===== src/rtl/muldiv_seq_pkg.sv =====
// Shared core types for the iterative multiply/divide sequencer.
// Holds the operation, adder-op and sequencer-state encodings.
package muldiv_seq_pkg;

    localparam int MD_WIDTH = 32;
    localparam int MD_ITERS = MD_WIDTH;

    typedef enum logic [2:0] {
        MD_MUL    = 3'd0,
        MD_MULH   = 3'd1,
        MD_MULHSU = 3'd2,
        MD_MULHU  = 3'd3,
        MD_DIV    = 3'd4,
        MD_DIVU   = 3'd5,
        MD_REM    = 3'd6,
        MD_REMU   = 3'd7
    } mdOp_t;

    typedef enum logic {
        ADDER_ADD = 1'b0,
        ADDER_SUB = 1'b1
    } adderOp_t;

    typedef enum logic [2:0] {
        IDLE   = 3'd0,
        NEG_A  = 3'd1,
        NEG_B  = 3'd2,
        ITER   = 3'd3,
        NEG_LO = 3'd4,
        NEG_HI = 3'd5,
        DONE   = 3'd6
    } muldivState_t;

    function automatic logic md_is_div(input mdOp_t op);
        return op inside {MD_DIV, MD_DIVU, MD_REM, MD_REMU};
    endfunction

    function automatic logic md_is_rem(input mdOp_t op);
        return op inside {MD_REM, MD_REMU};
    endfunction

    function automatic logic md_a_signed(input mdOp_t op);
        return op inside {MD_MULH, MD_MULHSU, MD_DIV, MD_REM};
    endfunction

    function automatic logic md_b_signed(input mdOp_t op);
        return op inside {MD_MULH, MD_DIV, MD_REM};
    endfunction

    // Upper-half products and remainders live in the hi register.
    function automatic logic md_res_hi(input mdOp_t op);
        return op inside {MD_MULH, MD_MULHSU, MD_MULHU, MD_REM, MD_REMU};
    endfunction

endpackage


===== src/rtl/muldiv_seq.sv =====
// Iterative RV32M multiply/divide sequencer sharing the core adder.
// Shift-add multiply and restoring divide, one adder use per cycle.
module muldiv_seq
    import muldiv_seq_pkg::*;
#(
    parameter int WIDTH     = MD_WIDTH,
    parameter bit DIV0_FAST = 1'b1
) (
    input  logic             clk,
    input  logic             rst_n,
    input  logic             kill,
    input  logic             req_valid,
    output logic             req_ready,
    input  mdOp_t            req_op,
    input  logic [WIDTH-1:0] req_a,
    input  logic [WIDTH-1:0] req_b,
    output logic             resp_valid,
    input  logic             resp_ready,
    output logic [WIDTH-1:0] resp_data,
    output logic             add_req,
    input  logic             add_gnt,
    output adderOp_t         add_op,
    output logic [WIDTH-1:0] add_a,
    output logic [WIDTH-1:0] add_b,
    input  logic [WIDTH-1:0] add_out,
    input  logic             add_cout
);

    localparam int CW = $clog2(WIDTH);
    localparam logic [CW-1:0] LAST = CW'(WIDTH - 1);

    muldivState_t     r_state;
    mdOp_t            r_op;
    logic [WIDTH-1:0] r_hi;
    logic [WIDTH-1:0] r_lo;
    logic [WIDTH-1:0] r_m;
    logic [CW-1:0]    r_cnt;
    logic             r_sa;
    logic             r_sb;
    logic             r_dz;
    logic             r_b0;

    muldivState_t     w_nxt_state;
    mdOp_t            w_nxt_op;
    logic [WIDTH-1:0] w_nxt_hi;
    logic [WIDTH-1:0] w_nxt_lo;
    logic [WIDTH-1:0] w_nxt_m;
    logic [CW-1:0]    w_nxt_cnt;
    logic             w_nxt_sa;
    logic             w_nxt_sb;
    logic             w_nxt_dz;
    logic             w_nxt_b0;

    logic             w_req_div;
    logic             w_req_bz;
    logic             w_sa;
    logic             w_sb;
    logic             w_is_mul;
    logic             w_is_rem;
    logic             w_mulh;
    logic             w_neg;
    logic             w_step;
    logic             w_qbit;
    logic [WIDTH-1:0] w_shr;

    assign w_req_div = md_is_div(req_op);
    assign w_req_bz  = (req_b == '0);
    assign w_sa      = md_a_signed(req_op) & req_a[WIDTH-1];
    assign w_sb      = md_b_signed(req_op) & req_b[WIDTH-1];

    assign w_is_mul  = ~md_is_div(r_op);
    assign w_is_rem  = md_is_rem(r_op);
    assign w_mulh    = r_op inside {MD_MULH, MD_MULHSU};
    // A zero divisor keeps the all-ones quotient unsigned.
    assign w_neg     = w_is_rem ? r_sa : ((r_sa ^ r_sb) & ~r_dz);
    assign w_shr     = {r_hi[WIDTH-2:0], r_lo[WIDTH-1]};

    assign req_ready  = (r_state == IDLE);
    assign resp_valid = (r_state == DONE);

    always_comb begin
        resp_data = '0;
        if (r_state == DONE) begin
            resp_data = md_res_hi(r_op) ? r_hi : r_lo;
        end
    end

    always_comb begin
        w_nxt_state = r_state;
        w_nxt_op    = r_op;
        w_nxt_hi    = r_hi;
        w_nxt_lo    = r_lo;
        w_nxt_m     = r_m;
        w_nxt_cnt   = r_cnt;
        w_nxt_sa    = r_sa;
        w_nxt_sb    = r_sb;
        w_nxt_dz    = r_dz;
        w_nxt_b0    = r_b0;
        add_req     = 1'b0;
        add_op      = ADDER_ADD;
        add_a       = '0;
        add_b       = '0;
        w_step      = 1'b0;
        w_qbit      = 1'b0;
        unique case (r_state)
            IDLE: begin
                if (req_valid) begin
                    w_nxt_op  = req_op;
                    w_nxt_sa  = w_sa;
                    w_nxt_sb  = w_sb;
                    w_nxt_dz  = w_req_div & w_req_bz;
                    w_nxt_b0  = 1'b0;
                    w_nxt_cnt = '0;
                    w_nxt_hi  = '0;
                    w_nxt_lo  = w_req_div ? req_a : req_b;
                    w_nxt_m   = w_req_div ? req_b : req_a;
                    if (DIV0_FAST && w_req_div && w_req_bz) begin
                        w_nxt_hi    = req_a;
                        w_nxt_lo    = '1;
                        w_nxt_state = DONE;
                    end else if (w_sa) begin
                        w_nxt_state = NEG_A;
                    end else if (w_sb) begin
                        w_nxt_state = NEG_B;
                    end else begin
                        w_nxt_state = ITER;
                    end
                end
            end
            // Operand a sits in r_m for multiply, r_lo for divide.
            NEG_A: begin
                add_req = 1'b1;
                add_op  = ADDER_SUB;
                add_b   = w_is_mul ? r_m : r_lo;
                if (add_gnt) begin
                    if (w_is_mul) w_nxt_m = add_out;
                    else          w_nxt_lo = add_out;
                    w_nxt_cnt   = '0;
                    w_nxt_state = r_sb ? NEG_B : ITER;
                end
            end
            NEG_B: begin
                add_req = 1'b1;
                add_op  = ADDER_SUB;
                add_b   = w_is_mul ? r_lo : r_m;
                if (add_gnt) begin
                    if (w_is_mul) w_nxt_lo = add_out;
                    else          w_nxt_m = add_out;
                    w_nxt_cnt   = '0;
                    w_nxt_state = ITER;
                end
            end
            ITER: begin
                if (w_is_mul) begin
                    if (r_lo[0]) begin
                        add_req = 1'b1;
                        add_a   = r_hi;
                        add_b   = r_m;
                        if (add_gnt) begin
                            {w_nxt_hi, w_nxt_lo} =
                                {~add_cout, add_out, r_lo[WIDTH-1:1]};
                            w_step = 1'b1;
                        end
                    end else begin
                        {w_nxt_hi, w_nxt_lo} =
                            {1'b0, r_hi, r_lo[WIDTH-1:1]};
                        w_step = 1'b1;
                    end
                end else begin
                    add_req = 1'b1;
                    add_op  = ADDER_SUB;
                    add_a   = w_shr;
                    add_b   = r_m;
                    if (add_gnt) begin
                        w_qbit   = r_hi[WIDTH-1] | ~add_cout;
                        w_nxt_hi = w_qbit ? add_out : w_shr;
                        w_nxt_lo = {r_lo[WIDTH-2:0], w_qbit};
                        w_step   = 1'b1;
                    end
                end
            end
            NEG_LO: begin
                add_req = 1'b1;
                add_op  = ADDER_SUB;
                add_b   = r_lo;
                if (add_gnt) begin
                    w_nxt_lo    = add_out;
                    w_nxt_b0    = add_cout;
                    w_nxt_state = w_mulh ? NEG_HI : DONE;
                end
            end
            // A nonzero low word absorbs the +1 of the 64-bit negate.
            NEG_HI: begin
                add_req = 1'b1;
                if (r_b0) begin
                    add_op = ADDER_ADD;
                    add_a  = ~r_hi;
                end else begin
                    add_op = ADDER_SUB;
                    add_b  = r_hi;
                end
                if (add_gnt) begin
                    w_nxt_hi    = add_out;
                    w_nxt_state = DONE;
                end
            end
            DONE: begin
                if (resp_ready) w_nxt_state = IDLE;
            end
            default: w_nxt_state = IDLE;
        endcase
        if (w_step) begin
            w_nxt_cnt = r_cnt + 1'b1;
            if (r_cnt == LAST) begin
                if (!w_neg)        w_nxt_state = DONE;
                else if (w_is_rem) w_nxt_state = NEG_HI;
                else               w_nxt_state = NEG_LO;
            end
        end
    end

    always_ff @(posedge clk) begin
        if (!rst_n || kill) begin
            r_state <= IDLE;
            r_op    <= MD_MUL;
            r_hi    <= '0;
            r_lo    <= '0;
            r_m     <= '0;
            r_cnt   <= '0;
            r_sa    <= 1'b0;
            r_sb    <= 1'b0;
            r_dz    <= 1'b0;
            r_b0    <= 1'b0;
        end else begin
            r_state <= w_nxt_state;
            r_op    <= w_nxt_op;
            r_hi    <= w_nxt_hi;
            r_lo    <= w_nxt_lo;
            r_m     <= w_nxt_m;
            r_cnt   <= w_nxt_cnt;
            r_sa    <= w_nxt_sa;
            r_sb    <= w_nxt_sb;
            r_dz    <= w_nxt_dz;
            r_b0    <= w_nxt_b0;
        end
    end

endmodule

===== config.mk =====
export PLATFORM = sky130hd
export DESIGN_NAME = muldiv_seq
export DESIGN_NICKNAME = d
export VERILOG_FILES = /design/src/rtl/muldiv_seq_pkg.sv /design/src/rtl/muldiv_seq.sv
export SDC_FILE = /design/constraint.sdc
export NUM_CORES = 1
export LEC_CHECK = 0
export ABC_CLOCK_PERIOD_IN_PS = 3100
export CELL_PAD_IN_SITES_DETAIL_PLACEMENT = 1
export CELL_PAD_IN_SITES_GLOBAL_PLACEMENT = 1
export CORE_ASPECT_RATIO = 0.8
export CORE_UTILIZATION = 35
export DETAILED_ROUTE_END_ITERATION = 8
export PLACE_DENSITY_LB_ADDON = 0.15
export RECOVER_POWER = 50
export SYNTH_ARGS = -nofsm -noshare
export SYNTH_HDL_FRONTEND = slang
export SYNTH_SLANG_ARGS = --single-unit

===== constraint.sdc =====
create_clock -name clk -period 3.1 [get_ports clk]
set_input_delay 0.62 -clock clk [delete_from_list [all_inputs] [get_ports clk]]
set_output_delay 0.62 -clock clk [all_outputs]
set_load 0.05 [all_outputs]

==> results of run 1 <==
-- per-layer routing --
metal  routed length (um)  vias up  GRT usage (%)
met5                    0        -              0
met4                 1090        0           10.4
met3                 4090       74           5.83
met2                20100      593           50.5
met1                20700     5794           44.8
li1                     -     5187              -
-- area by class of cell --
cell class | instances | area [um^2] | area share, %
clock buffers | 11 | 243 | 1.84
clock inverters | 4 | 77.6 | 0.588
repair buffers | 267 | 3500 | 26.5
well taps | 357 | 447 | 3.38
inverters | 37 | 139 | 1.05
multi-input cells | 1053 | 6560 | 49.7
flip-flops and latches | 111 | 2230 | 16.9
-- flip-flops by register name, summed over array words and instances, names as in the netlist, 3 cells and up --
signal / count
r_cnt: 5
r_m: 32
r_state: 3
r_op: 3
r_hi: 32
r_lo: 32
-- kinds of logic (layout without fill, tap and decap cells) --
family	count (synthesis)	in the layout	share of synthesized area, %
buf+inv	199	319	9.07
fa+ha+maj	2	2	0.260
flops	111	111	23.1
simple gates	425	425	19.1
compound gates	490	490	34.3
xor+xnor	4	4	0.365
mux	132	132	13.8
-- path summary, 6_finish.rpt --
path                             endpoint  slack, ns  depth (start not counted)
worst max-delay path            add_b[13]       0.07                          8
worst min-delay path               r_m[7]       0.46                          2
worst max register to register   r_lo[29]       0.45                          9
worst min register to register     r_m[7]       0.46                          2
-- repair_timing --
item / 4_1_cts / 5_1_grt
pin swaps: 0 / 1
endpoints found under the setup margin: 33 / 8
endpoints found under the hold margin: 0 / 0
gates resized for setup: 3 / 4
setup buffers: 0 / 0
-- worst min-delay path: cells and delay by family (launching register included) --
kind | cells | cell delay (ns)
simple gates | 1 | 0.05
compound gates | 1 | 0.05
flops | 1 | 0.32
-- where the power goes --
| part | internal (mW) | switching [mW] |
|---|---|---|
| Sequential | 1.50 | 0.122 |
| Combinational | 0.533 | 0.815 |
| Clock | 0.734 | 0.607 |
| Total | 2.76 | 1.54 |
-- layout by cell type, fill, tap and decap left out, types with 3 or more instances in the layout --
| cell | n |
|---|---|
| nand2_1 | 243 |
| a21oi_1 | 141 |
| mux2i_1 | 130 |
| dfxtp_1 | 106 |
| clkdlybuf4s50_1 | 102 |
| buf_12 | 101 |
| nor2_1 | 93 |
| a211oi_1 | 63 |
| o21ai_0 | 59 |
| buf_4 | 48 |
| nor2b_1 | 39 |
| inv_1 | 35 |
| o211ai_1 | 33 |
| o22ai_1 | 32 |
| a221oi_1 | 32 |
| a222oi_1 | 31 |
| a22o_1 | 29 |
| o21ai_1 | 27 |
| nand3_1 | 10 |
| clkbuf_16 | 9 |
| clkbuf_1 | 9 |
| nor3_1 | 7 |
| a21o_1 | 7 |
| nor4_1 | 6 |
| a31oi_1 | 5 |
| nand2b_1 | 4 |
| a22oi_1 | 4 |
| a21oi_2 | 4 |
| dfxtp_2 | 4 |
| and3b_1 | 3 |
| nand2b_2 | 3 |
| dlygate4sd3_1 | 3 |
-- Yosys cell counts (all sizes together) (3+ instances only) --
master	count	area share, %
nor2b	40	2.6
and3b	3	0.27
o21ai	88	4.6
a22oi	4	0.31
a211oi	63	4.9
buf	74	4.2
inv	37	1.4
a222oi	31	3.2
nor4	6	0.39
nand3	11	0.57
a21o	7	0.55
a221oi	32	2.9
a22o	29	2.6
nor2	94	3.7
mux2i	130	14
nand2	243	9.5
o211ai	33	2.6
clkbuf	88	3.4
nand2b	7	0.46
nor3	8	0.47
a21oi	145	7.7
o22ai	33	2.1
dfxtp	111	23
a31oi	6	0.55
-- through the flow --
step                      total power, mW  hold WS [ns]  setup WS [ns]  instance area [um^2]
after floorplan                      2.39         0.436          0.270                  9610
after global placement               2.95         0.443          0.268                 13000
after detailed placement             2.98         0.450          0.249                 13000
after CTS                            4.31         0.461         0.0690                 13400
after global routing                 4.46         0.476        0.00854                 13200
final                                4.31         0.462         0.0696                 13200
==> results.tsv, run 1 <==
stage	metric	value	unit
outcome	status	completed	
drt	initial drt markers	1277	
logic_synthesis	Async SR Flop Fraction	0	%
job	Max-Cap Viols	0	
clock_network	clk sinks	111	
critical_path	Worst Path Required	2.48	ns
sta	period utilization	97.8	%
critical_path	WS Path Type	reg -> out	
critical_path	Top delay family on crit path	buffers and inverters	
logic_synthesis	Primary FF master, synth	dfxtp_1	
floorplanning	Site Rows	53	
logic_synthesis	Post-Syn Nets	1471	
logic_synthesis	Post-Syn Area per Cell	7.05	um^2
critical_path	crit end category	output port	
drt	final wirelength	46.0	mm
grt	initial antenna violation count	0	
floorplanning	I/O pin count	206	
grt	first-pass GRT wire length	70.5	mm
drt	DR DRC count	0	
clock_network	CTS buffer count	9	
sta	max-slew violations	0	
clock_network	worst skew pair latency	0.37	ns
critical_path	critical path's most frequent cell	buf_4	
final_layout	Area Growth Syn to Fin	37.3	%
placement	detailed placer's ending HPWL	31.1	mm
critical_path	CP peak stage delay	0.48	ns
logic_synthesis	#FFs+latches synth	111	
critical_path	CP Cell Sequence	buf_4, nand2b_1, mux2i_1, a21o_1, buf_4, a222oi_1, inv_1, buf_12	
sta	fmax	0.330	GHz
sta	TNS Setup	0	ns
clock_network	Worst-path clk slew	0.08	ns
floorplanning	core area	26600	um^2
grt	total congestion overflow	0	
power	Peak supply drop	0.000266	V
grt	vias in the first global route	11500	
critical_path	RR Startpoint	r_state[2]	
final_layout	Layout fillers	3212	
hold_path	hold path start	r_m[7]	
drt	Final ANT Viol Nets	0	
grt	total track usage	32.3	%
drt	vias per std cell	6.33	
grt	largest net degree at the start of global routing	81	
power	Pwr per Cell Area	326	nW/um^2
sta	worst-margin pin slew	0.821	ns
clock_network	cts hold-fix bufs	0	
placement	Routability Congestion	0.895	
logic_synthesis	Synth Instances	1363	
final_layout	layout cells sized above 1	13.4	%
floorplanning	Die X	187	um
critical_path	Setup crit start	r_state[0]	
critical_path	CP bufs+invs	4	
final_layout	Non-Filler Instances	1840	
final_layout	fin nets	1587	
logic_synthesis	Synth Cell Area	9610	um^2
placement	placed cells	1825	
drt	DR vias	11600	
floorplanning	die span in y	150	um
logic_synthesis	Ys Warns	0	
clock_network	clock buffer depth	2	
critical_path	slowest stage cell on the critical path	a222oi_1	
clock_network	Root Buffer	clkbuf_16	
logic_synthesis	post-synthesis cell type count	62	
critical_path	critical path data arrival time	2.41	ns
sta	min Tclk post-route	3.03	ns
clock_network	depth of the CTS H-tree	3	
critical_path	CP Max Fanout	17	
logic_synthesis	Post-synth EDFFs	0	
sta	# setup viols final	0	
drt	WL per Instance	25.0	um
sta	Final Hold Fails	0	
placement	Port Buf Inserts	205	
logic_synthesis	register area share after synthesis	23.1	%
floorplanning	Initial Utilization	36.1	%
power	leakage	5.01	nW
sta	RSZ-0062 raised after global routing	no	
final_layout	# diodes	0	
final_layout	Util after Layout	49.6	%
drt	DRT Pass-1 Iters	6	
sta	clk_skew	0.00958	ns
sta	Rel. slew slack	45.2	%
floorplanning	Die ar.	28100	um^2
critical_path	Setup crit start kind	flop	
clock_network	CTS tree	built	
hold_path	classification of the worst-slack hold path	reg -> reg	
Power figures use the tool's default switching activity.
==> run 2: changes to the inputs <==
- CORE_MARGIN: not set -> 3
- CTS_CLUSTER_SIZE: not set -> 16
==> run 2 against run 1 <==
Setup slack lost 0.0044 ns. Critical path type unchanged. Critical endpoint is now add_b[1]. Global-route usage decreased by 2.4 points. Clock power down 9.7%. Highest routed layer unchanged. Core utilization rose by 0.19 points. Wire length decreased by 1.8%. Non-clock buffer count is 8 higher. Die area is 4.9% higher. Count of clock-buffer cells in the layout increased by 1. Largest cell class unchanged.
==> results.tsv, run 2 (synthesis gave the netlist of run 1 again) <==
stage	metric	value	unit	change
drt	met2 wire length	19.7	mm	-2.1%
drt	DR DRC count	0		unchanged
clock_network	Root Buffer	clkbuf_16		
critical_path	crit end category	output port		
outcome	status	completed		
sta	# setup viols final	0		unchanged
clock_network	CTS buffer count	9		unchanged
drt	WL per Instance	24.4	um	-2.3%
final_layout	Layout fillers	3221		+0.28%
clock_network	worst skew pair latency	0.37	ns	about the same
sta	TNS Setup	0	ns	unchanged
sta	max-slew violations	0		unchanged
grt	total track usage	29.9	%	-2.4 points
power	Pwr per Cell Area	315	nW/um^2	-3.5%
hold_path	classification of the worst-slack hold path	reg -> reg		
clock_network	clk sinks	111		unchanged
clock_network	depth of the CTS H-tree	3		unchanged
floorplanning	die span in y	154	um	+2.7%
power	Peak supply drop	0.000291	V	+9.2%
critical_path	CP Max Fanout	21		+4
grt	first-pass GRT wire length	69.8	mm	-1.1%
final_layout	layout cells sized above 1	13.9	%	+0.46 points
sta	min Tclk post-route	3.03	ns	+0.00438 ns
power	leakage	5.03	nW	+0.34%
floorplanning	core area	26700	um^2	+0.25%
drt	M1 WL	20.6	mm	-0.18%
drt	initial drt markers	1292		+1.2%
placement	Port Buf Inserts	205		unchanged
drt	vias per std cell	6.21		-1.8%
clock_network	cts hold-fix bufs	0		unchanged
clock_network	Worst-path clk slew	0.08	ns	about the same
critical_path	Worst Path Required	2.48	ns	about the same
sta	Final Hold Fails	0		unchanged
final_layout	fin nets	1595		+0.50%
power	total power	4.18	mW	-2.9%
final_layout	# diodes	0		unchanged
critical_path	critical path data arrival time	2.41	ns	about the same
clock_network	CTS tree	built		
placement	detailed placer's ending HPWL	31.1	mm	about the same
drt	DRT Pass-1 Iters	7		+1
floorplanning	Die ar.	29500	um^2	+4.9%
sta	period utilization	97.9	%	+0.14 points
final_layout	Util after Layout	49.8	%	+0.19 points
sta	Rel. slew slack	36.3	%	-8.9 points
grt	initial antenna violation count	0		unchanged
clock_network	clock buffer depth	2		unchanged
sta	RSZ-0062 raised after global routing	no		
drt	DR top layer	met4		
placement	Routability Congestion	0.886		-0.98%
final_layout	most common cell after layout, fill and taps aside	nand2_1		
final_layout	Regs by FF count	r_hi: 32 flops, r_lo: 32 flops, r_m: 32 flops		
critical_path	WS Path Type	reg -> out		
sta	worst-margin pin slew	0.955	ns	+0.134 ns
grt	total congestion overflow	0		unchanged
grt	vias in the first global route	11600		+0.48%
floorplanning	Die X	191	um	+2.1%
drt	DR vias	11500		-1.4%
floorplanning	I/O pin count	206		unchanged
sta	fmax	0.330	GHz	-0.14%
critical_path	Setup crit start kind	flop		
final_layout	most frequent cells in the layout	243 x nand2_1, 144 x a21oi_1, 130 x mux2i_1, 107 x buf_12, 107 x dfxtp_1		
drt	Final ANT Viol Nets	0		unchanged
grt	largest net degree at the start of global routing	69		-15%
final_layout	Area Growth Syn to Fin	38.2	%	
drt	final wirelength	45.1	mm	-1.8%
sta	clk_skew	0.00988	ns	+0.000304 ns
floorplanning	Site Rows	53		unchanged
clock_network	Setup Fix Bufs, Post-CTS	0		unchanged
drt	metal3 WL	3.92	mm	-4.4%
job	Max-Cap Viols	0		unchanged
floorplanning	Initial Utilization	36.1	%	-0.090 points
-- run 2: cell count changes in the layout (fill, tap and decap cells not counted), moves of 2 or more --
cell	delta
buf_4	+7
clkinvlp_4	+2
clkbuf_1	-4
buf_12	+6
a21oi_2	-3
bufinv_16	-2
a21oi_1	+3
-- run 2: critical path, cell delays in order, from the launching register on --
cell,delay [ns]
dfxtp_1,0.35
buf_4,0.27
and3b_1,0.25
o21ai_4,0.34
o21ai_0,0.22
a222oi_1,0.25
o21ai_1,0.17
buf_12,0.18
-- run 2: power by group --
group | switching, mW | internal [mW] | total (mW)
registers | 0.119 | 1.50 | 1.61
clock network | 0.617 | 0.594 | 1.21
logic | 0.808 | 0.548 | 1.36
total | 1.54 | 2.64 | 4.18
-- run 2: routing by layer --
| metal | up-vias | global-route usage, % |
|---|---|---|
| met5 | - | 0 |
| met4 | 0 | 7.27 |
| met3 | 59 | 4.65 |
| met2 | 544 | 45.5 |
| met1 | 5688 | 44.2 |
| li1 | 5198 | - |
-- run 2: layout make-up --
cell class	instances	area (um^2)	share of cell area, %
Clock inverter	4	28.8	0.217
Timing Repair Buffer	275	3650	27.5
Clock buffer	12	256	1.93
Sequential cell	111	2230	16.8
Inverter	37	139	1.05
Tap cell	357	447	3.36
Multi-Input combinational cell	1053	6540	49.2
-- run 2: path summary, 6_finish.rpt --
check                           startpoint  cells after the start  endpoint  slack (ns)
worst max-delay path            r_state[2]                      7  add_b[1]        0.07
worst min-delay path               r_m[26]                      2   r_m[26]        0.46
worst max register to register  r_state[2]                      8  r_lo[28]        0.51
worst min register to register     r_m[26]                      2   r_m[26]        0.46
-- run 2: repair_timing --
| item | CTS | global route |
|---|---|---|
| resized for setup | 1 | 3 |
| gates cloned | 0 | 0 |
| setup endpoints to repair | 9 | 9 |
| pin swaps | 0 | 1 |
-- run 2: metrics by stage --
step                cells  hold WS (ns)  setup slack [ns]  instance area [um^2]
global route         1849         0.481           0.00678                 13300
global placement     1833         0.442             0.273                 13100
finish               1849         0.460            0.0652                 13300
detailed placement   1833         0.450             0.268                 13100
floorplan            1363         0.436             0.270                  9610
CTS                  1849         0.461            0.0413                 13400
==> run 3: changes to the inputs <==
- RECOVER_POWER: 50 -> 25
==> run 3 against run 2 <==
Setup slack better by 0.0030 ns. Core utilization up 0.10 points. Cell count unchanged. Highest routed layer unchanged. Sequential power about the same. Global-route usage unchanged. Critical endpoint unchanged.
==> results.tsv, run 3 (synthesis gave the netlist of run 1 again) <==
stage	metric	value	unit	change
critical_path	Worst Path Required	2.48	ns	about the same
placement	Routability Congestion	0.886		unchanged
final_layout	layout cells sized above 1	14.1	%	+0.20 points
sta	Rel. slew slack	36.6	%	+0.25 points
floorplanning	core area	26700	um^2	unchanged
final_layout	area of the multi-input gates	6560	um^2	+0.34%
sta	# setup viols final	0		unchanged
final_layout	Layout fillers	3217		-0.12%
critical_path	slowest stage cell on the critical path	dfxtp_1		
clock_network	CTS buffer count	9		unchanged
final_layout	most common cell after layout, fill and taps aside	nand2_1		
clock_network	clock buffer depth	2		unchanged
drt	Final ANT Viol Nets	0		unchanged
final_layout	Final Instance Area	13300	um^2	+0.21%
placement	Area after DPL	13100	um^2	unchanged
placement	Port Buf Inserts	205		unchanged
placement	detailed placer's ending HPWL	31.1	mm	unchanged
sta	TNS Setup	0	ns	unchanged
outcome	status	completed		
clock_network	Root Buffer	clkbuf_16		
drt	DR DRC count	0		unchanged
power	Peak supply drop	0.000289	V	-0.68%
sta	clk_skew	0.0103	ns	+0.000370 ns
floorplanning	Initial Utilization	36.1	%	unchanged
grt	vias in the first global route	11600		unchanged
drt	initial drt markers	1188		-8.0%
clock_network	worst skew pair latency	0.37	ns	about the same
critical_path	CP bufs+invs	2		unchanged
final_layout	Regs by FF count	r_hi: 32 flops, r_lo: 32 flops, r_m: 32 flops		
grt	initial antenna violation count	0		unchanged
clock_network	clk sinks	111		unchanged
power	leakage	5.05	nW	+0.36%
clock_network	Worst-path clk slew	0.08	ns	about the same
drt	vias per std cell	6.21		about the same
drt	final wirelength	45.2	mm	about the same
clock_network	Setup Fix Bufs, Post-CTS	0		unchanged
drt	DR vias	11500		-0.061%
grt	total track usage	29.9	%	unchanged
job	Max-Cap Viols	0		unchanged
sta	min Tclk post-route	3.03	ns	-0.00296 ns
final_layout	# diodes	0		unchanged
floorplanning	Site Rows	53		unchanged
critical_path	critical path data arrival time	2.41	ns	about the same
drt	WL per Instance	24.4	um	about the same
sta	worst-margin pin slew	0.952	ns	-0.00380 ns
power	Pwr per Cell Area	314	nW/um^2	-0.23%
critical_path	CP Max Fanout	21		unchanged
final_layout	Non-Filler Instances	1849		unchanged
critical_path	CP peak stage delay	0.35	ns	about the same
sta	fmax	0.330	GHz	about the same
floorplanning	Die ar.	29500	um^2	unchanged
final_layout	register area	2230	um^2	unchanged
sta	Final Hold Fails	0		unchanged
drt	DRT Pass-1 Iters	7		unchanged
sta	RSZ-0062 raised after global routing	no		
clock_network	CTS tree	built		
sta	max-slew violations	0		unchanged
floorplanning	die span in y	154	um	unchanged
grt	total congestion overflow	0		unchanged
floorplanning	Die X	191	um	unchanged
critical_path	WS Path Type	reg -> out		
clock_network	depth of the CTS H-tree	3		unchanged
final_layout	Area Growth Syn to Fin	38.5	%	
critical_path	crit end category	output port		
grt	first-pass GRT wire length	69.8	mm	unchanged
placement	placed cells	1833		unchanged
sta	worst hold slack	0.460	ns	+0.000350 ns
critical_path	Setup crit start kind	flop		
hold_path	classification of the worst-slack hold path	reg -> reg		
sta	period utilization	97.8	%	about the same
floorplanning	I/O pin count	206		unchanged
critical_path	CP Cell Sequence	buf_4, and3b_1, o21ai_4, o21ai_0, a222oi_1, o21ai_1, buf_12		
grt	largest net degree at the start of global routing	69		unchanged
final_layout	most frequent cells in the layout	243 x nand2_1, 142 x a21oi_1, 130 x mux2i_1, 107 x buf_12, 107 x dfxtp_1		
critical_path	Top delay family on crit path	compound AO/OA/AOI/OAI gates		
final_layout	fin nets	1595		unchanged
-- run 3: cell types whose count changed in the layout (fill, tap and decap cells not counted), sizes merged --
cell    previous run  this run
buf              163       165
clkbuf            19        17
-- run 3: repair_timing --
item                                    CTS  global route
resized for setup                         1             3
gates cloned                              0             0
pin swaps                                 0             1
endpoints found under the setup margin    9             9
hold buffers                              0             0
-- run 3: layer usage --
metal | global-route usage, % | up-vias | share of wire (%)
met5 | 0 | - | 0
met4 | 7.27 | 0 | 1.8
met3 | 4.65 | 52 | 9.2
met2 | 45.5 | 578 | 43
met1 | 44.2 | 5647 | 45
li1 | - | 5205 | -
-- run 3: path summary, 6_finish.rpt --
kind / startpoint / to / slack, ns / cells after the start
worst max-delay path: r_state[2] / add_b[1] / 0.07 / 7
worst min-delay path: r_m[26] / r_m[26] / 0.46 / 2
worst max register to register: r_state[2] / r_lo[18] / 0.54 / 8
worst min register to register: r_m[26] / r_m[26] / 0.46 / 2
-- run 3: stage by stage --
stage	setup slack (ns)	util [%]	power, mW
floorplan	0.270	-	2.39
global placement	0.273	49.0	2.95
detailed placement	0.268	49.0	2.98
CTS	0.0413	50.1	4.18
global route	0.00678	49.9	4.35
finish	0.0682	49.9	4.18
-- run 3: cell type report --
type / count / area share, %
inverters: 37 / 1.04
well taps: 357 / 3.36
multi-input cells: 1053 / 49.3
clock inverters: 4 / 0.216
clock buffers: 12 / 1.93
flip-flops and latches: 111 / 16.7
repair buffers: 275 / 27.4
-- run 3: where the power goes --
group          switching (mW)  total (mW)  leakage, nW  internal (mW)
sequential              0.118        1.61        0.906           1.50
combinational           0.810        1.36         4.01          0.549
clock                   0.613        1.21        0.135          0.594
-- run 3: worst reg2reg max path, stage by stage, from the launching register on --
cell	delay (ns)
dfxtp_1	0.35
buf_4	0.26
nand3b_1	0.21
buf_4	0.51
nor3_1	0.16
a31oi_4	0.22
a21boi_1	0.37
clkbuf_2	0.27
a21oi_1	0.09
